[config.mk]
export PLATFORM = sky130hd
export DESIGN_NAME = nmr_voter
export DESIGN_NICKNAME = d
export VERILOG_FILES = /design/src/rtl/nmr_pkg.sv /design/src/rtl/nmr_bit_vote.sv /design/src/rtl/nmr_voter.sv
export SDC_FILE = /design/constraint.sdc
export NUM_CORES = 1
export LEC_CHECK = 0
export CAP_MARGIN = 20
export CORE_AREA = 8 8 175 211
export DETAILED_ROUTE_END_ITERATION = 10
export DIE_AREA = 0 0 183 219
export MAX_ROUTING_LAYER = met4
export PLACE_DENSITY = 0.8
export SLEW_MARGIN = 5
export SYNTH_ARGS = -nofsm -noshare
export SYNTH_HDL_FRONTEND = slang
export SYNTH_SLANG_ARGS = --single-unit
[constraint.sdc]
create_clock -name clk -period 8.3 [get_ports clk]
set_clock_uncertainty 0.15 [all_clocks]
set_input_delay 1.245 -clock clk [delete_from_list [all_inputs] [get_ports clk]]
set_output_delay 1.245 -clock clk [all_outputs]
set_load 0.01 [all_outputs]
[src/rtl/nmr_pkg.sv]
// Shared helpers for the N-modular-redundant voter: sizing and replica slicing.
package nmr_pkg;

  // Ceiling log2 for constant sizing. clog2(1) = 0.
  function automatic int clog2(input int value);
    int r;
    for (r = 0; (1 << r) < value; r++) begin
    end
    return r;
  endfunction

  // Bits needed to hold a strike count from 0 up to and including the limit.
  function automatic int strike_width(input int strike_limit);
    return clog2(strike_limit + 1);
  endfunction

  // LSB of replica r inside the concatenated replica bus.
  function automatic int word_lsb(input int r, input int width);
    return r * width;
  endfunction

endpackage

[src/rtl/nmr_bit_vote.sv]
// Majority of one bit column across N replicas, counting trusted replicas only.
module nmr_bit_vote
  import nmr_pkg::*;
#(
  parameter int N = 8
) (
  input  logic [N-1:0]           bits,
  input  logic [N-1:0]           trust,
  input  logic [clog2(N+1)-1:0]  active_count,
  output logic                   vote
);

  localparam int AW = clog2(N + 1);

  logic [AW-1:0] ones;

  // Popcount of trusted replicas that drive a 1 in this column.
  always_comb begin
    ones = '0;
    for (int r = 0; r < N; r++) begin
      ones = ones + AW'(bits[r] & trust[r]);
    end
  end

  // Strict majority: 2*ones > active; a tie (and active = 0) gives 0.
  assign vote = ({ones, 1'b0} > {1'b0, active_count});

endmodule

[src/rtl/nmr_voter.sv]
// N-modular-redundant result voter with strike counting and sticky replica exclusion.
module nmr_voter
  import nmr_pkg::*;
#(
  parameter int WIDTH        = 32,
  parameter int N            = 8,
  parameter int MIN_ACTIVE   = 3,
  parameter int STRIKE_LIMIT = 1,
  parameter int CONSECUTIVE  = 0
) (
  input  logic                   clk,
  input  logic                   reset,
  input  logic                   in_valid,
  output logic                   in_ready,
  input  logic [N*WIDTH-1:0]     in_data,
  input  logic                   clear_faults,
  output logic                   out_valid,
  input  logic                   out_ready,
  output logic [WIDTH-1:0]       out_data,
  output logic                   out_error,
  output logic [N-1:0]           out_dissent,
  output logic [N-1:0]           fault_mask,
  output logic [clog2(N+1)-1:0]  active_count
);

  localparam int AW = clog2(N + 1);
  localparam int SW = strike_width(STRIKE_LIMIT);

  logic             out_valid_q, out_valid_d;
  logic [WIDTH-1:0] out_data_q, out_data_d;
  logic             out_error_q, out_error_d;
  logic [N-1:0]     out_dissent_q, out_dissent_d;
  logic [N-1:0]     fault_mask_q, fault_mask_d;
  logic [AW-1:0]    active_count_q, active_count_d;
  logic [SW-1:0]    strike_q [N];
  logic [SW-1:0]    strike_d [N];

  logic [N-1:0]     trust;
  logic             accept;
  logic [WIDTH-1:0] vote_word;
  logic             vote_error;
  logic [N-1:0]     vote_dissent;

  assign trust      = ~fault_mask_q;
  assign in_ready   = !out_valid_q || out_ready;
  assign accept     = in_valid && in_ready;
  assign vote_error = int'(active_count_q) < MIN_ACTIVE;

  // One majority voter per bit position, fed by that bit of every replica.
  for (genvar gi = 0; gi < WIDTH; gi++) begin : g_bit
    logic [N-1:0] column;
    for (genvar gr = 0; gr < N; gr++) begin : g_col
      assign column[gr] = in_data[word_lsb(gr, WIDTH) + gi];
    end
    nmr_bit_vote #(.N(N)) u_vote (
      .bits         (column),
      .trust        (trust),
      .active_count (active_count_q),
      .vote         (vote_word[gi])
    );
  end

  // A trusted replica dissents if any bit differs from the voted word.
  for (genvar gi = 0; gi < N; gi++) begin : g_dissent
    assign vote_dissent[gi] = trust[gi] &&
                              (in_data[word_lsb(gi, WIDTH) +: WIDTH] != vote_word);
  end

  // Next state: output register handshake, strike counting and mask update.
  always_comb begin
    logic [AW-1:0] excluded;
    out_valid_d   = out_valid_q;
    out_data_d    = out_data_q;
    out_error_d   = out_error_q;
    out_dissent_d = out_dissent_q;
    fault_mask_d  = fault_mask_q;
    strike_d      = strike_q;
    excluded      = '0;

    if (accept) begin
      out_valid_d   = 1'b1;
      out_data_d    = vote_word;
      out_error_d   = vote_error;
      out_dissent_d = vote_dissent;
    end else if (out_ready) begin
      out_valid_d = 1'b0;
    end

    // Clear overrides any strikes earned by a transaction in the same cycle.
    if (clear_faults) begin
      fault_mask_d = '0;
      for (int r = 0; r < N; r++) strike_d[r] = '0;
    end else if (accept && !vote_error) begin
      for (int r = 0; r < N; r++) begin
        if (trust[r]) begin
          if (vote_dissent[r]) begin
            if (strike_q[r] < SW'(STRIKE_LIMIT)) strike_d[r] = strike_q[r] + 1'b1;
            if (strike_d[r] == SW'(STRIKE_LIMIT)) fault_mask_d[r] = 1'b1;
          end else if (CONSECUTIVE != 0) begin
            strike_d[r] = '0;
          end
        end
      end
    end

    for (int r = 0; r < N; r++) excluded = excluded + AW'(fault_mask_d[r]);
    active_count_d = AW'(N) - excluded;
  end

  // State registers, cleared asynchronously; a held output is dropped on reset.
  always_ff @(posedge clk or negedge reset) begin
    if (!reset) begin
      out_valid_q    <= 1'b0;
      out_data_q     <= '0;
      out_error_q    <= 1'b0;
      out_dissent_q  <= '0;
      fault_mask_q   <= '0;
      active_count_q <= AW'(N);
      for (int r = 0; r < N; r++) strike_q[r] <= '0;
    end else begin
      out_valid_q    <= out_valid_d;
      out_data_q     <= out_data_d;
      out_error_q    <= out_error_d;
      out_dissent_q  <= out_dissent_d;
      fault_mask_q   <= fault_mask_d;
      active_count_q <= active_count_d;
      for (int r = 0; r < N; r++) strike_q[r] <= strike_d[r];
    end
  end

  assign out_valid    = out_valid_q;
  assign out_data     = out_data_q;
  assign out_error    = out_error_q;
  assign out_dissent  = out_dissent_q;
  assign fault_mask   = fault_mask_q;
  assign active_count = active_count_q;

endmodule

==> Word-level counts from Yosys, hierarchy flattened <==
Index checks and enable logic that the tools add are counted.
{ "totals": {"register_bits": 62, "elab_cells": 685} }
{ "classes": {"add_sub_neg": 240, "magnitude_cmp": 41, "n_eq_ne": 8, "muxes": 86, "n_bitwise": 257, "n_reduce_logical": 39} }
{ "ops": {"columns": ["operator", "n"], "rows": [
  ["adder 4 bit", 224],
  ["AND 1 bit", 256],
  ["!= test 32 bit", 8],
  ["greater-than comparator 5 x 4 -> 1 bit", 32],
  ["two-way mux 1 bit", 82],
  ["nonzero test 2 bit", 18],
  ["two-way mux 8 bit", 4],
  ["AND reduction 3 bit", 8],
  ["adder 4 x 1 -> 4 bit", 4],
  ["logical AND 1 bit", 10],
  ["adder 1 bit (second input constant)", 8],
  ["< comparator 1 bit (second input constant)", 8],
  ["inverter 8 bit", 1],
  ["adder 3 x 1 -> 4 bit", 1],
  ["< comparator 4 x 2 -> 1 bit (second input constant)", 1],
  ["subtractor 4 bit (first input constant)", 1],
  ["adder 2 x 1 -> 3 bit", 1],
  ["adder 1 x 1 -> 2 bit", 1],
  ["zero test 1 bit", 2],
  ["logical OR 1 bit", 1]
]} }

==> Depth between registers and ports, before layout <==
Gate-level depths: netlist of run 1.
{ "depth": {"word_depth": 29, "ltp_mapped": 27, "ltp_nobuf": 26} }

==> By module <==
From an unflattened synthesis of run 1, not the netlist that was laid out.
{ "unflattened": {"hier_cells": 1554, "area_unflattened_um2": 13962.1} }
{ "by_module_without_submodules": {"columns": ["mod", "instances", "cells_per_inst", "area_each_um2", "seq_area_each_um2"], "rows": [
  ["nmr_bit_vote", 32, 32, 269.0, 0.0],
  ["nmr_voter", 1, 530, 5353.9, 1352.5]
]} }

==> Least setup slack after synthesis of run 1 <==
Ideal clock, no wire load.
{ "synth_timing": {"path_type": "input-to-reg", "from": "input in_data[246]", "to": "register active_count_q[2] (netlist: active_count[2])", "setup_time_ps": 126, "arrival_ps": 8066, "t_required_ps": 8024, "setup_slack_ps": -41, "cell_stages": 25, "path_cell_list": "nor2b_1 fa_1 inv_1 fa_1 fa_1 inv_1 ha_1 fa_1 xor2_1 ha_1 and4b_1 o32ai_2 xnor2_1 nand4_1 or4_1 nor4_1 o22ai_1 fa_1 inv_1 ha_1 fa_1 inv_1 fa_1 inv_1 ha_1"} }
{ "synth_via": {"word_cells_on_any_way": 45, "cone_classes": "add/sub: 9; order compare: 1; eq/ne: 8; mux: 18; bitwise: 1; reduce/logical: 8"} }
{ "synth_rtl": {"columns": ["item", "line", "rtl"], "rows": [
  ["from (decl)", "nmr_voter.sv:15", "input logic [N*WIDTH-1:0] in_data,"],
  ["AND 1 bit", "nmr_bit_vote.sv:21", "ones = ones + AW'(bits[r] & trust[r]);"],
  ["adder 4 bit", "nmr_bit_vote.sv:21", null],
  ["greater-than comparator 5 x 4 -> 1 bit", "nmr_bit_vote.sv:26", "assign vote = ({ones, 1'b0} > {1'b0, active_count});"],
  ["!= test 32 bit", "nmr_voter.sv:66", "(in_data[word_lsb(gi, WIDTH) +: WIDTH] != vote_word);"],
  ["logical AND 1 bit", "nmr_voter.sv:65", "assign vote_dissent[gi] = trust[gi] &&"],
  ["two-way mux 1 bit", "nmr_voter.sv:96", "if (vote_dissent[r]) begin"],
  ["two-way mux 1 bit", "nmr_voter.sv:95", "if (trust[r]) begin"],
  ["two-way mux 8 bit", "nmr_voter.sv:93", "end else if (accept && !vote_error) begin"],
  ["two-way mux 8 bit", "nmr_voter.sv:90", "if (clear_faults) begin"],
  ["net fault_mask_d[2]", "nmr_voter.sv:33", "logic [N-1:0] fault_mask_q, fault_mask_d;"],
  ["adder 2 x 1 -> 3 bit", "nmr_voter.sv:106", "for (int r = 0; r < N; r++) excluded = excluded + AW'(fault_mask_d[r]);"],
  ["adder 3 x 1 -> 4 bit", "nmr_voter.sv:106", null],
  ["adder 4 x 1 -> 4 bit (4 in series)", "nmr_voter.sv:106", null],
  ["subtractor 4 bit", "nmr_voter.sv:107", "active_count_d = AW'(N) - excluded;"],
  ["net active_count_d[2]", "nmr_voter.sv:34", "logic [AW-1:0] active_count_q, active_count_d;"],
  ["to (signal assigned)", "nmr_voter.sv:118", "active_count_q <= AW'(N);"],
  ["to (signal assigned)", "nmr_voter.sv:126", "active_count_q <= active_count_d;"],
  ["to (decl)", "nmr_voter.sv:34", null]
]} }
The timed path passes the listed nets, and every way through them passes these cells.
A chain may end at the register's enable or synchronous reset.

==> Worst setup path in the final report of run 1 <==
{ "layout_timing": {"from": "input in_data[25]", "to": "register active_count_q[2] (netlist: active_count[2])"} }
{ "layout_via": {"word_cells_on_any_way": 51, "cone_classes": "add/sub: 15; order compare: 1; eq/ne: 8; mux: 18; bitwise: 1; reduce/logical: 8"} }
{ "layout_rtl": {"columns": ["item", "line"], "rows": [
  ["AND 1 bit", "nmr_bit_vote.sv:21"],
  ["adder 4 bit (7 in series)", "nmr_bit_vote.sv:21"],
  ["greater-than comparator 5 x 4 -> 1 bit", "nmr_bit_vote.sv:26"],
  ["!= test 32 bit", "nmr_voter.sv:66"],
  ["logical AND 1 bit", "nmr_voter.sv:65"],
  ["two-way mux 1 bit", "nmr_voter.sv:96"],
  ["two-way mux 1 bit", "nmr_voter.sv:95"],
  ["two-way mux 8 bit", "nmr_voter.sv:93"],
  ["two-way mux 8 bit", "nmr_voter.sv:90"],
  ["net fault_mask_d[2]", "nmr_voter.sv:33"],
  ["adder 2 x 1 -> 3 bit", "nmr_voter.sv:106"],
  ["adder 3 x 1 -> 4 bit", "nmr_voter.sv:106"],
  ["adder 4 x 1 -> 4 bit (4 in series)", "nmr_voter.sv:106"],
  ["subtractor 4 bit", "nmr_voter.sv:107"],
  ["net active_count_d[2]", "nmr_voter.sv:34"]
]} }
The timed path passes the listed nets, and every way through them passes these cells.

==> impl_results.md, run 1 <==
- M1 GR Usage: 49.56%
- Worst-path clk slew: 70 ps
- Pin count of the biggest net entering global routing: 78
- Placer Congestion: about 1.1
- Synth-to-Final Area Change: 63.20%
- Relative slew margins: between 10% and 20%
- DP HPWL: 71480 µm
- FF+latch count, synth: 54
- Initial antenna violation count: 4
- Crit Reg-Reg Endpoint: active_count[2]$_DFF_PN0_
- Htree depth: 2
- CTS Buffer Depth: 2
- First DRT Iteration DRCs: 1852
- Die span in x: 183 µm
- Clock Tree Root: clkbuf_16
- GR Util All Layers: 43.40%
- GR Overflow Total: 0
- Max-cap viol count: 0
- Grt met2 use: 68.50%
- Synth Area per Inst: roughly 9 µm²
- Final Core Density: between 70% and 80%
- CTS buffer count: 5
- Vias per cell: 6.098
- F_max: 0.1199 GHz
- Final instance area: between 20000 and 25000 µm²
- Cell count after synthesis: 1689
- Hold_sp: out_data[7]$_DFFE_PN0P_
- Final WS setup: -40.17 ps
- Worst-Margin Slew: ~1200 ps
- CTS tree: built
- Routed via count: 17891
- Worst path bufs/invs: 8
- Share of layout cells above drive strength 1: 36.53%
- DRC: 0
- Period utilisation layout: 100.5%
- Net Count, Synth: 2278
- Most common cell after layout, fill and taps aside: buf_4
- Highest-count cells in the layout ignoring fill and taps: buf_4 (468), clkdlybuf4s50_1 (222), ha_1 (163)
- Critical path's slowest cell: fa_1
- Worst Hold Class: flip-flop to flip-flop
- Cell family contributing the most delay on the critical path: adder cells
- Crit path DAT: 8380 ps
- Top cell by count, worst path: fa_1
- Outcome: finished, violations left
- First-pass GRT wire length: 123200 µm
- Worst R2R Path Depth: 29
- Worst hold margin: 336.1 ps
- Failing checks: negative setup slack
- Starting density of the core: 44.39%
- DP Area: ~22000 µm²
- Most used DFF post-synth: dfrtp_1
- Post-synth ARST share: 100.0%
- Final setup violating endpoints: 1
- Worst stage delay on the critical path: 570 ps
- Post-Route WL: 88340 µm
- Ys Warns: 0
- I/O Buffers: 315
- Site Rows: 74
- CP Class: input pin to flip-flop
- Mapped Area: roughly 15000 µm²
- Later-pin clock latency in the skew report: about 300 ps
- Number of synthesized flops with an enable pin: 0
- Hold endpoint: out_data[7]$_DFFE_PN0P_
- Setup_tns: -40.17 ps
- Clock sinks: 54
- Average routed wire per standard cell: 30.11 µm
- Seq/Total Area, Yosys: 9.092%
- Nets: approximately 3100
- Router iterations before antenna repair: 5
- Fin. Hold Viols: 0
- Worst endpoint required time: 8340 ps
- I/O Pins: 316
- Crit end category: flip-flop
- Die Area: 40080 µm²
- Reg-to-Reg Start: fault_mask[0]$_DFF_PN0_
- Depth of the worst hold-timing path: 2
- Fin. max-slew vios: 0
- Minimum clock period: 8340 ps
- Core Region: 33520 µm²
- GRT Max-Usage Layer: met2
- Flop2flop setup slack: around 340 ps
- Vias in the first global route: 18753
- GR Util met3: under 10%
- Antenna-violating nets left: 0
- Worst Setup Start Kind: input pin
- Die height: 219 µm
- Crit Path Max Fanout: 2
- Library cells used by synthesis: 74
[final cells by class]
| class | count | area, µm² |
|---|---|---|
| antenna | 6 | 15.01 |
| clock buffer | 5 | 125.1 |
| clock inverter | 3 | 48.80 |
| fill | 2499 | 9239 |
| inverter | 177 | 664.4 |
| multi-input combinational | 1407 | 14390 |
| sequential | 54 | 1354 |
| tap | 456 | 570.5 |
| timing repair buffer | 826 | 7113 |
[worst register-to-register path, delay by kind of cell, from the launching register on]
family / cells / cell delay, ps
compound gates: 2 / 310
simple gates: 5 / 1300
fa+ha+maj: 11 / 4320
flops: 1 / 390
xor+xnor: 2 / 260
buf+inv: 9 / 1130
[metrics by stage]
stage	setup WS, ps	std cells
5_1_grt	-149.1	2932
3_5_place_dp	-1170	2847
3_3_place_gp	-1055	2847
2_1_floorplan	4.242	1689
4_1_cts	1.447	2896
6_report	-40.17	2934
[cell usage after synthesis, drive strengths merged, types with 4 or more instances]
cell type	n	area share, %
a22oi	6	0.30
o31ai	6	0.30
buf	15	0.61
nor2	46	1.2
ha	196	16
a32o	5	0.34
a211o	11	0.66
nand4b	16	1.3
a22o	5	0.29
nand2b	96	4.0
o2bb2ai	4	0.24
o32ai	23	1.6
a21o	25	1.3
xnor2	97	5.7
a32oi	15	1.8
nor3	24	0.81
nor4b	4	0.24
a2111oi	11	0.73
o22ai	21	0.88
nand2	113	2.9
nor2b	124	5.2
fa	132	18
clkbuf	36	0.91
or4	11	0.58
or2	11	0.46
nand3	20	0.67
dfrtp	53	8.9
or3	16	0.67
and4b	21	1.5
inv	174	4.4
nor4	25	1.1
o2111ai	5	0.29
and2	6	0.25
o32a	13	0.87
a211oi	34	1.7
and3	12	0.50
a221oi	4	0.24
xor2	94	5.5
o21ai	39	1.3
nand4	27	1.1
a21oi	56	1.9
mux2	7	0.53
[cells by family after synthesis]
family,synth area share (%)
AO/OA/AOI/OAI,16.04
XOR/XNOR,11.24
adder cells (fa/ha/maj),34.25
buffers and inverters,5.988
flip-flops,9.092
multiplexers,0.5972
AND/OR/NAND/NOR,22.79
[state kept, by name, summed over array words and instances (netlist names)]
register and count:
active_count 4, out_dissent 8, fault_mask 8, out_data 32, out_valid 1, out_error 1
[worst max path at each step]
| stage | end | startpoint | cells past startpoint |
|---|---|---|---|
| 2_1_floorplan | active_count[2]$_DFF_PN0_ | in_data[29] | 25 |
| 3_3_place_gp | active_count[2]$_DFF_PN0_ | in_data[239] | 29 |
| 3_5_place_dp | active_count[2]$_DFF_PN0_ | in_data[202] | 29 |
| 4_1_cts | active_count[2]$_DFF_PN0_ | in_data[205] | 29 |
| 5_1_grt | active_count[2]$_DFF_PN0_ | in_data[241] | 30 |
| 6_report | active_count[2]$_DFF_PN0_ | in_data[25] | 28 |
[per-layer routing]
metal	part of all wire (%)	up-vias
li1	-	7510
met4	9.6	0
met2	44	1235
met3	9.6	472
met1	36	8674
met5	0	-
[repair_timing]
item / CTS / global route
setup endpoints to repair: 3 / 3
buffers inserted: 43 / 34
pin swaps: 163 / 196
hold buffers: 0 / 0
resized for setup: 333 / 260
Power of run 1 is not shown: default switching activity piles up to over one toggle a cycle in this logic, so the estimate is an artifact.
==> inputs of run 2 (changes only) <==
Settings changed: PLACE_DENSITY 0.8 to not set, PLACE_DENSITY_LB_ADDON set to 0.08.
==> run 2 against run 1 <==
Net effect: the run still ends with negative setup slack left; final cell count increased by 1.6%; clock-buffer cell count is 2 higher; core utilization increased by 0.80 points; fmax fell by 3.0%; worst setup slack worse by 260 ps; flip-flop and latch count did not move; via count up 4.2%; register-to-register slack worse by 310 ps; worst hold slack improved by 1.6 ps; highest routed layer unchanged.
==> impl_results.md, run 2 (synthesized netlist as in run 1, its figures left out) <==
- Outcome: finished, violations left
- Failing checks: negative setup slack
- Max reg flops: 32 (unchanged)
- First-pass GRT wire length: 126000 µm (+2.3%)
- Crit end category: flip-flop
- DRC: 0 (unchanged)
- Clock Tree Root: clkbuf_16
- Seq. cell area: 1354 µm² (unchanged)
- Worst endpoint required time: 8340 ps (about the same)
- DP HPWL: 72920 µm (+2.0%)
- Fin. Hold Viols: 0 (unchanged)
- Later-pin clock latency in the skew report: 300 ps (about the same)
- Post-Place Worst Slack: -1149 ps (+21.62 ps)
- Crit Path Max Fanout: 3 (+1)
- Worst-Margin Slew: 1027 ps (-217.2 ps)
- DP Area: 22090 µm² (+1.4%)
- GR Overflow Total: 0 (unchanged)
- Minimum clock period: 8598 ps (+258.2 ps)
- Setup crit start: in_data[209]
- Average routed wire per standard cell: 31.50 µm (+4.6%)
- Die span in x: 183 µm (unchanged)
- Clock sinks: 54 (unchanged)
- Placer Congestion: 1.079 (-3.8%)
- Highest-count cells in the layout ignoring fill and taps: buf_4 (529), clkdlybuf4s50_1 (225), ha_1 (162)
- Share of layout cells above drive strength 1: 36.12% (-0.41 points)
- Period utilisation layout: 103.6% (+3.1 points)
- Antenna-violating nets left: 0 (unchanged)
- Reg-to-Reg Start: fault_mask[2]$_DFF_PN0_
- CTS buffer count: 5 (unchanged)
- CTS Hold Buffers Added: 0 (unchanged)
- CTS Buffer Depth: 2 (unchanged)
- RSZ-0062 raised after global routing: true
- Router iterations before antenna repair: 7 (+2)
- Starting density of the core: 44.39% (unchanged)
- Fin. max-slew vios: 0 (unchanged)
- Final setup violating endpoints: 3 (+2)
- Vias per cell: 6.258 (+2.6%)
- Die height: 219 µm (unchanged)
- Fillcell total: 2362 (-5.5%)
- Worst Setup Start Kind: input pin
- Hold_sp: out_data[8]$_DFFE_PN0P_
- Nets: 3110 (+1.6%)
- Htree depth: 2 (unchanged)
- Most common cell after layout, fill and taps aside: buf_4
- Relative slew margins: 31.54% (+14 points)
- Post-Route WL: 93870 µm (+6.3%)
- Final WS setup: -298.3 ps (-258.2 ps)
- Crit path DAT: 8640 ps (+260 ps)
- Vias in the first global route: 19179 (+2.3%)
- Site Rows: 74 (unchanged)
- GR Util All Layers: 44.19% (+0.78 points)
- Worst-path clk slew: 80 ps (about the same)
- F_max: 0.1163 GHz (-3.0%)
- CP Class: input pin to flip-flop
- Multi-input gate area: 14270 µm² (-0.81%)
- Worst Hold Class: flip-flop to flip-flop
- Pin count of the biggest net entering global routing: 78 (unchanged)
- Die Area: 40080 µm² (unchanged)
- Setup_tns: -720.4 ps (-680.2 ps)
- First DRT Iteration DRCs: 2212 (+19%)
- I/O Pins: 316 (unchanged)
- Max-cap viol count: 0 (unchanged)
- Final instance area: 24550 µm² (+1.1%)
- Routed via count: 18649 (+4.2%)
- Initial antenna violation count: 4 (unchanged)
- I/O Buffers: 315 (unchanged)
- CTS tree: built
- Worst hold margin: 337.7 ps (+1.639 ps)
- Synth-to-Final Area Change: 65.00%
- Core Region: 33520 µm² (unchanged)
[run 2: cell types whose count changed in the layout (fill, tap and decap cells not counted), sizes merged, moves of 2 or more]
cell / delta
clkdlybuf4s15: -6
dlygate4sd2: +26
clkbuf: -17
dlymetal6s2s: -2
diode: -4
buf: +48
clkdlybuf4s50: +3
[run 2: layout make-up]
class | count | area share [%]
diodes | 2 | 0.02039
clock buffers | 7 | 0.6218
clock inverters | 1 | 0.03568
inverters | 177 | 2.707
multi-input cells | 1407 | 58.14
flip-flops and latches | 54 | 5.515
well taps | 456 | 2.324
repair buffers | 876 | 30.64
[run 2: per-stage QoR]
step | instances | utilization (%)
3_5_place_dp | 2889 | 65.90
5_1_grt | 2980 | 73.24
6_report | 2980 | 73.24
3_3_place_gp | 2889 | 65.90
2_1_floorplan | 1689 | -
4_1_cts | 2942 | 70.65
[run 2: layer usage]
| metal | GRT usage (%) | vias to the layer above | routed length (µm) |
|---|---|---|---|
| li1 | - | 7606 | - |
| met1 | 50.95 | 8898 | 32500 |
| met2 | 70.06 | 1585 | 41520 |
| met3 | 7.098 | 560 | 10200 |
| met4 | 30.62 | 0 | 9649 |
| met5 | - | - | 0 |
[run 2: final timing paths]
| kind | end | slack (ps) | cells past startpoint |
|---|---|---|---|
| hold reg to reg | out_data[8]$_DFFE_PN0P_ | 340 | 2 |
| setup / recovery | active_count[2]$_DFF_PN0_ | -300 | 28 |
| setup reg to reg | active_count[2]$_DFF_PN0_ | 30 | 27 |
| hold / removal | out_data[8]$_DFFE_PN0P_ | 340 | 2 |
| min in group asynchronous | out_dissent[7]$_DFFE_PN0P_ | 940 | 2 |
| max in group asynchronous | active_count[0]$_DFF_PN0_ | 6560 | 2 |
[run 2: repair_timing]
| action | CTS | global route |
|---|---|---|
| setup buffers | 48 | 38 |
| endpoints found under the setup margin | 4 | 3 |
| gates resized for setup | 361 | 147 |
| pin swaps | 193 | 140 |
[run 2: critical path: stages]
cell	delay [ps]
dlygate4sd2_1	250
nor2b_4	140
fa_1	560
inv_1	90
fa_1	470
fa_1	500
inv_1	50
ha_2	190
fa_2	540
ha_1	250
a211oi_1	600
o32a_1	340
buf_4	150
xnor2_1	100
nor4_1	280
buf_4	160
nand4_1	180
nor4_4	300
buf_4	170
o2bb2ai_4	70
fa_1	540
inv_1	70
ha_2	200
fa_1	520
inv_2	40
fa_2	330
inv_2	80
ha_4	200
Power of run 2 is left out for the same reason.
==> inputs of run 3 (changes only) <==
Settings changed: CORE_AREA 8 8 175 211 to 8 8 186 223, DIE_AREA 0 0 183 219 to 0 0 194 231.
==> run 3 against run 2 <==
Net effect: the flow now finishes without violations; via count shrank 7.9%; final cell count shrank 1.4%; worst setup slack gained 360 ps; routed wire length shrank 7.1%; global-route usage shrank 5.4 points; sequential share of layout area grew 0.15 points; worst hold slack lost 4.8 ps; first-iteration DRC count shrank 25%; non-clock buffer count shrank 65; register-to-register slack gained 260 ps; core utilization shrank 9.8 points; clock-buffer cell count shrank 1; critical path type unchanged; largest cell class unchanged.
==> impl_results.md, run 3 (synthesized netlist as in run 1, its figures left out) <==
- Outcome: complete, no violations
- Router iterations before antenna repair: 5 (-2)
- Htree depth: 2 (unchanged)
- First-pass GRT wire length: 124500 µm (-1.2%)
- Initial antenna violation count: 4 (unchanged)
- Later-pin clock latency in the skew report: 300 ps (about the same)
- Die height: 231 µm (+5.5%)
- Routed via count: 17178 (-7.9%)
- CTS buffer count: 5 (unchanged)
- CTS tree: built
- I/O Pins: 316 (unchanged)
- Average routed wire per standard cell: 29.68 µm (-5.8%)
- CTS Buffer Depth: 2 (unchanged)
- Die Area: 44810 µm² (+12%)
- First DRT Iteration DRCs: 1660 (-25%)
- Worst Setup Start Kind: input pin
- Most common cell after layout, fill and taps aside: buf_4
- Vias in the first global route: 18487 (-3.6%)
- Vias per cell: 5.847 (-6.6%)
- Die span in x: 194 µm (+6.0%)
- Share of layout cells above drive strength 1: 33.62% (-2.5 points)
- Reg-to-Reg Start: fault_mask[2]$_DFF_PN0_
- Nets: 3045 (-2.1%)
- Synth-to-Final Area Change: 60.65%
- GR Overflow Total: 0 (unchanged)
- Worst-path clk slew: 80 ps (about the same)
- Max reg flops: 32 (unchanged)
- Finished Layout Cells: 2938 (-1.4%)
- Highest-count cells in the layout ignoring fill and taps: buf_4 (457), clkdlybuf4s50_1 (225), ha_1 (163)
- Final instance area: 23900 µm² (-2.6%)
- Worst-Margin Slew: 1017 ps (-10.19 ps)
- Hold endpoint: out_data[9]$_DFFE_PN0P_
- Period utilisation layout: 99.22% (-4.4 points)
- GR Util All Layers: 38.80% (-5.4 points)
- Clock Tree Root: clkbuf_16
- Crit Path Max Fanout: 2 (-1)
- Worst R2R Path Depth: 26 (-3.7%)
- Relative slew margins: 31.80% (+0.26 points)
- I/O Buffers: 315 (unchanged)
- F_max: 0.1214 GHz (+4.4%)
- CP Class: input pin to flip-flop
- Site Rows: 78 (+5.4%)
- Worst Hold Class: flip-flop to flip-flop
- Post-Route WL: 87190 µm (-7.1%)
- Fin. Hold Viols: 0 (unchanged)
- Fin. max-slew vios: 0 (unchanged)
- Clock sinks: 54 (unchanged)
- Antenna-violating nets left: 0 (unchanged)
- DRC: 0 (unchanged)
- Hold_sp: out_data[9]$_DFFE_PN0P_
- Worst hold margin: 332.9 ps (-4.819 ps)
- Minimum clock period: 8235 ps (-363.2 ps)
- Flop2flop setup slack: 290 ps (+260 ps)
- Core Region: 37670 µm² (+12%)
- Crit path DAT: 8270 ps (-370 ps)
- Dpl cells: 2861 (-0.97%)
- Pin count of the biggest net entering global routing: 76 (-2.6%)
- Max-cap viol count: 0 (unchanged)
- Placer Congestion: 1.083 (+0.43%)
- DP HPWL: 73780 µm (+1.2%)
- RSZ-0062 raised after global routing: true
- Depth of the worst hold-timing path: 2 (unchanged)
- Final setup violating endpoints: 0 (-3)
- Worst endpoint required time: 8340 ps (about the same)
- Final Core Density: 63.44% (-9.8 points)
- Crit end category: flip-flop
- Fillcell total: 3260 (+38%)
- DP Area: 21760 µm² (-1.5%)
- Starting density of the core: 39.49% (-4.9 points)
- Crit Reg-Reg Endpoint: active_count[2]$_DFF_PN0_
## run 3: stage by stage
stage / setup TNS, ps / worst slack [ps]
floorplan: 0 / 4.242
global placement: -3394 / -1140
detailed placement: -3957 / -1270
CTS: 0 / 0.8056
global route: -78.60 / -78.60
finish: 0 / 64.86
## run 3: worst max-delay path, stage by stage
cell and delay (ps):
clkdlybuf4s15_2 220, nor2b_2 170, fa_1 530, inv_1 70, fa_1 490, fa_1 500, inv_1 50, ha_2 190
fa_2 530, ha_1 240, a211o_2 350, nand4b_1 170, nor4b_4 450, o2111ai_4 200, or4_4 460, nor4_4 290
buf_4 180, o2bb2ai_4 60, fa_1 550, inv_1 50, ha_2 170, fa_1 490, inv_2 40, fa_2 330
inv_2 50, ha_1 210
## run 3: cell type report
cell class | instances | area, µm² | area share [%]
multi-input combinational | 1407 | 14060 | 58.85
timing repair buffer | 811 | 7071 | 29.58
sequential | 54 | 1354 | 5.665
inverter | 177 | 664.4 | 2.780
tap | 480 | 600.6 | 2.513
clock buffer | 6 | 128.9 | 0.5392
clock inverter | 2 | 13.76 | 0.05759
antenna | 1 | 2.502 | 0.01047
## run 3: worst max-delay path by stage
stage	cells after the start	start	endpoint
floorplan	25	in_data[29]	active_count[2]$_DFF_PN0_
global placement	28	in_data[158]	active_count[2]$_DFF_PN0_
detailed placement	27	in_data[236]	active_count[2]$_DFF_PN0_
CTS	27	in_data[215]	active_count[2]$_DFF_PN0_
global route	28	in_data[243]	active_count[2]$_DFF_PN0_
finish	26	in_data[236]	active_count[2]$_DFF_PN0_
## run 3: layer usage
metal	GRT usage (%)	up-vias	wire [µm]	part of all wire (%)
met5	-	-	0	0
met4	22.34	0	6443	7.4
met3	5.443	291	7299	8.4
met2	61.13	1005	38910	45
met1	47.32	8403	34530	40
li1	-	7479	-	-
## run 3: timing repair
| action | in CTS | in global routing |
|---|---|---|
| hold buffers | 0 | 0 |
| pin swaps | 154 | 147 |
| buffers inserted | 41 | 28 |
| gates resized for setup | 308 | 172 |
| endpoints found under the setup margin | 4 | 3 |
| endpoints found under the hold margin | 0 | 0 |
Power of run 3 is left out for the same reason.
